**config.mk**
```make
export PLATFORM = sky130hd
export DESIGN_NAME = decode
export DESIGN_NICKNAME = d
export VERILOG_FILES = /design/src/rtl/decode.sv
export SDC_FILE = /design/constraint.sdc
export NUM_CORES = 1
export LEC_CHECK = 0
export ABC_AREA = 1
export BUFFER_PORTS_ARGS = -buffer_cell sky130_fd_sc_hd__buf_4
export CAP_MARGIN = 0
export CORE_MARGIN = 10
export CORE_UTILIZATION = 35
export DETAILED_ROUTE_END_ITERATION = 12
export SYNTH_ARGS = -nofsm -noshare
export SYNTH_HDL_FRONTEND = slang
export SYNTH_SLANG_ARGS = --single-unit
```
**constraint.sdc**
```tcl
create_clock -name clk -period 3.5 [get_ports clk]
set_clock_uncertainty 0.2 [all_clocks]
set_input_delay 0.7 -clock clk [delete_from_list [all_inputs] [get_ports clk]]
set_output_delay 0.7 -clock clk [all_outputs]
set_load 0.02 [all_outputs]
```
**src/rtl/decode.sv**
```systemverilog
// RV32I decode/control unit for a multi-cycle core: IDLE -> DECODE -> EXECUTE -> WRITEBACK.
// Optional macro DECODE_LUI_EN makes LUI legal; otherwise LUI decodes as an illegal NOP.
module decode (
    input  logic        clk,
    input  logic        rst,
    input  logic        instruction_RDY_BSY,
    input  logic [31:0] instruction,
    input  logic [31:0] alu_result,
    output logic [7:0]  alu_opcode,
    output logic [31:0] alu_imm1,
    output logic [31:0] alu_imm2,
    output logic        RF_chip_enable,
    output logic        RF_write_enable,
    input  logic [31:0] RF_reg1_data,
    input  logic [31:0] RF_reg2_data,
    output logic [4:0]  RF_rs1_address,
    output logic [4:0]  RF_rs2_address,
    output logic [4:0]  RF_WR_add,
    output logic [31:0] RF_WriteData
);
    localparam logic [7:0] OP_NOP  = 8'h00, OP_ADD = 8'h01, OP_SUB = 8'h02, OP_SLL = 8'h03,
                           OP_SLT  = 8'h04, OP_SLTU = 8'h05, OP_XOR = 8'h06, OP_SRL = 8'h07,
                           OP_SRA  = 8'h08, OP_OR  = 8'h09, OP_AND = 8'h0A;
    localparam logic [6:0] OPC_R = 7'b0110011, OPC_I = 7'b0010011, OPC_LUI = 7'b0110111;

    typedef enum logic [1:0] {IDLE, DECODE, EXECUTE, WRITEBACK} state_t;
    state_t state, state_nx;

    // rs1 field is not kept here: RF_rs1_address already holds it for the whole instruction.
    logic [26:0] ir;
    logic [6:0]  opc, f7;
    logic [2:0]  f3;
    logic [4:0]  shamt, rd;
    logic [11:0] imm12;

    assign opc   = ir[6:0];
    assign rd    = ir[11:7];
    assign f3    = ir[14:12];
    assign shamt = ir[19:15];
    assign imm12 = ir[26:15];
    assign f7    = ir[26:20];

    logic        legal;
    logic [7:0]  op_dec;
    logic [31:0] imm1_dec, imm2_dec;

    function automatic logic [7:0] alu_code(input logic [2:0] fn, input logic alt);
        logic [7:0] c;
        case (fn)
            3'd0:    c = alt ? OP_SUB : OP_ADD;
            3'd1:    c = OP_SLL;
            3'd2:    c = OP_SLT;
            3'd3:    c = OP_SLTU;
            3'd4:    c = OP_XOR;
            3'd5:    c = alt ? OP_SRA : OP_SRL;
            3'd6:    c = OP_OR;
            default: c = OP_AND;
        endcase
        return c;
    endfunction

    always_comb begin
        legal    = 1'b0;
        op_dec   = OP_NOP;
        imm1_dec = RF_reg1_data;
        imm2_dec = RF_reg2_data;
        case (opc)
            OPC_R: begin
                legal  = (f7 == 7'h00) || (f7 == 7'h20 && (f3 == 3'd0 || f3 == 3'd5));
                op_dec = alu_code(f3, f7[5]);
            end
            OPC_I: begin
                if (f3 == 3'd1)
                    legal = (f7 == 7'h00);
                else if (f3 == 3'd5)
                    legal = (f7 == 7'h00) || (f7 == 7'h20);
                else
                    legal = 1'b1;
                // ADDI has no subtract form, so only the shift group honours bit 30.
                op_dec   = alu_code(f3, (f3 == 3'd5) && f7[5]);
                imm2_dec = (f3 == 3'd1 || f3 == 3'd5) ? {27'd0, shamt}
                                                      : {{20{imm12[11]}}, imm12};
            end
`ifdef DECODE_LUI_EN
            OPC_LUI: begin
                legal    = 1'b1;
                op_dec   = OP_ADD;
                imm1_dec = 32'd0;
                imm2_dec = {imm12, RF_rs1_address, f3, 12'd0};
            end
`endif
            default: legal = 1'b0;
        endcase
        if (!legal) op_dec = OP_NOP;
    end

    always_ff @(posedge clk) begin
        if (!rst) state <= IDLE;
        else      state <= state_nx;
    end

    always_comb begin
        state_nx = state;
        case (state)
            IDLE:      if (instruction_RDY_BSY) state_nx = DECODE;
            DECODE:    state_nx = EXECUTE;
            EXECUTE:   state_nx = WRITEBACK;
            default:   state_nx = IDLE;
        endcase
    end

    // Outputs are registered on the edge that enters the state they belong to.
    always_ff @(posedge clk) begin
        if (!rst) begin
            ir              <= '0;
            alu_opcode      <= '0;
            alu_imm1        <= '0;
            alu_imm2        <= '0;
            RF_chip_enable  <= 1'b0;
            RF_write_enable <= 1'b0;
            RF_rs1_address  <= '0;
            RF_rs2_address  <= '0;
            RF_WR_add       <= '0;
            RF_WriteData    <= '0;
        end else begin
            RF_chip_enable  <= 1'b0;
            RF_write_enable <= 1'b0;
            case (state)
                IDLE: if (instruction_RDY_BSY) begin
                    ir             <= {instruction[31:20], instruction[14:0]};
                    RF_rs1_address <= instruction[19:15];
                    RF_rs2_address <= instruction[24:20];
`ifdef DECODE_LUI_EN
                    RF_chip_enable <= (instruction[6:0] != OPC_LUI);
`else
                    RF_chip_enable <= 1'b1;
`endif
                end
                DECODE: begin
                    alu_opcode <= op_dec;
                    alu_imm1   <= imm1_dec;
                    alu_imm2   <= imm2_dec;
                end
                EXECUTE: begin
                    RF_chip_enable  <= 1'b1;
                    RF_WR_add       <= rd;
                    RF_WriteData    <= alu_result;
                    RF_write_enable <= legal && (rd != 5'd0);
                end
                default: ;
            endcase
        end
    end
endmodule

```
==> impl_metrics.ini <==
[status]
status = finished, final reports clean

[timing]
fin_ws_ns = 1.324
max_clock_freq_mhz = 459.6
setup_viol = 0
period_share_pct = 62.16
worst_slew_pin_slew_ns = 0.9988
relSlewSlack_pct = 33.00
slew_violations = 0
tns_ns = 0
period_minus_slack_ns = 2.176
hold_viol_final = 0
rsz0062_at_grt = no

[floorplanning]
die_w_um = 145.0
core_area_um2 = 15260
rows = 45
die_h_um = 145.0
die_area_um2 = 21040
initial_utilization_pct = 35.87
top_level_ports = 252

[clock_tree]
clkTransAtPathRegs_ns = 0.06
clk_latency_ns = 0.43
holdBufCountCts = 0
cts_buffers = 17
htreeDepth = 4
cts_buffer_depth = 2
post_cts_buffers = 0
clkSinkCount = 141
cts_tree = done
cts_root_buf = clkbuf_16
cts_resized = 0

[power]
power_frac_seq_pct = 33.9
p_comb_share_pct = 40.3
p_leak_nw = 4.064
clkPwrFrac_pct = 25.8
p_switching_w = 0.002848
swShare_pct = 38.44
intPower_w = 0.004561
power_per_cell_area_nw_per_um2 = 924.7
irDropWorstVdd_mv = 0.4488

[route]
ant_nets = 0
wire_per_inst_um = 15.72
drt_pre_antenna_iters = 4
drt-initial-drc-count = 255
via_per_inst = 4.556
detail_route.drc_violations = 0
num_vias = 5289
wirelength_um = 18260

[synthesis]
yosysUniqueCellTypes = 29
synth_cells = 718
syn-cell-area_um2 = 5473
synth.top_cell.area_share_pct = 51.58
ys_ff_latch = 141
yosys-top-cells-count = nor2_1 (194), dfxtp_1 (141), o21ai_0 (127), nand2_1 (61), inv_1 (49)
yosys_warnings = 0
synth_edf_count = 0
synthTopCellsByArea = dfxtp_1 (52%), nor2_1 (13%), o21ai_0 (12%)
yosys.area.top_type = dfxtp_1
synth_area_per_cell_um2 = 7.622
synthArstFlopShare_pct = 0
synth_most_common_cell = nor2_1
ys_seq_area_share_pct = 51.58
synth_top_flop_cell = dfxtp_1

[worst_setup_path]
cp_slowest_cell = clkinv_1
start_kind = register
worstPathCellList = inv_1, ha_1, clkinv_1, a221oi_1
required_ns = 3.62
arrival_ns = 2.29
crit_type = register to register
path_max_fanout = 36
reg2reg_setup_slack_ns = 1.32
crit_path_end_kind = register
critical_path.max_stage_delay_ns = 0.77

[grt]
track_usage_pct = 16.98
grt_max_degree = 72
antenna_found_initial = 1
grt_pass1_wl_um = 28900
overflow = 0
grt_pass1_vias = 5183

[layout]
drive_gt1_share_pct = 30.95
finish.instance_area_um2 = 8013
finalCoreUtilization_pct = 52.51
area_growth_syn_to_layout_pct = 46.41
ff_latch_area_um2 = 2823
antenna_cells = 0
multi_input_area_um2 = 2195
fillers = 1536
nets = 1071

[place]
pre_cts_slack_ns = 1.264
hpwl_um = 12950
port-buffer-count = 247
placed_cell_area_um2 = 7388
gp_congestion = 0.7922

[job]
drv_cap = 0

[worst_hold_path]
hp-class = register to register
==> flip-flops by register name (all words and copies together) (netlist names) <==
| name | count |
|---|---|
| RF_WriteData | 32 |
| alu_imm1 | 32 |
| alu_imm2 | 32 |
| ir | 23 |
| RF_WR_add | 5 |
| RF_rs1_address | 5 |
| RF_rs2_address | 4 |
| alu_opcode | 4 |
| state | 2 |
| RF_chip_enable | 1 |
| RF_write_enable | 1 |
==> routing by layer <==
metal | vias up | global-route usage [%] | routed length, um
li1 | 2736 | - | -
met1 | 2351 | 20.13 | 7588
met2 | 184 | 26.23 | 8538
met3 | 16 | 8.320 | 1915
met4 | 2 | 5.618 | 194
met5 | - | 0 | 20
==> worst paths after layout <==
check / from / to / cells past startpoint
max: state[0] / state[0] / 4
min: alu_opcode[2] / alu_opcode[2] / 2
min reg2reg: alu_opcode[2] / alu_opcode[2] / 2
max reg2reg: state[0] / state[0] / 4
==> kinds of logic (layout without fill, tap and decap cells) <==
kind of cell	Yosys count	after routing	synth area share, %
flip-flops	141	141	51.58
AND/OR/NAND/NOR	281	281	20.51
adder cells (fa/ha/maj)	3	3	0.6859
AO/OA/AOI/OAI	184	184	18.59
other	1	4	0.06852
buffers and inverters	108	337	8.573
==> worst max-delay path, delay by kind of cell (launching register included) <==
kind / cells / cell delay, ns
AO/OA/AOI/OAI: 1 / 0.52
adder cells (fa/ha/maj): 1 / 0.17
buffers and inverters: 2 / 0.86
flip-flops: 1 / 0.31
==> through the flow <==
stage	std cells	total power [W]	hold WS [ns]
after detailed placement	1129	0.005575	0.2586
after floorplan	721	0.004311	0.2442
after global routing	1161	0.007916	0.2872
after global placement	1129	0.005551	0.2537
final	1161	0.007409	0.2641
after CTS	1161	0.007513	0.2676
==> cells in the final DEF (no fill, tap or decap), types with 2 or more instances in the layout <==
cell type	instances
a21oi_1	20
buf_4	252
conb_1	4
dfxtp_1	141
clkbuf_16	17
ha_1	2
nand2_1	61
o211ai_1	11
nor2_1	194
nand4_1	2
clkinv_2	5
clkinvlp_4	3
nor2_2	2
bufinv_16	4
clkbuf_8	2
a21o_1	21
inv_2	2
nand3_1	17
o21ai_0	127
inv_1	49
a21oi_2	2
==> cell type report <==
type,count,share of cell area (%)
Multi-Input combinational cell,472,27.39
Timing Repair Buffer,253,23.86
Clock inverter,12,2.092
Sequential cell,141,35.23
Inverter,52,2.436
Tap cell,211,3.295
Clock buffer,20,5.700
==> power by group through the flow <==
| stage | registers [W] | clock network, W | logic, W |
|---|---|---|---|
| 3_3_place_gp | 0.00252 | 0 | 0.00304 |
| 4_1_cts | 0.00251 | 0.00196 | 0.00305 |
| 2_1_floorplan | 0.00308 | 0 | 0.00123 |
| 5_1_grt | 0.00258 | 0.00203 | 0.00331 |
| 3_5_place_dp | 0.00253 | 0 | 0.00304 |
| 6_report | 0.00251 | 0.00191 | 0.00299 |
Note: power is estimated with default switching activity, not from simulation.
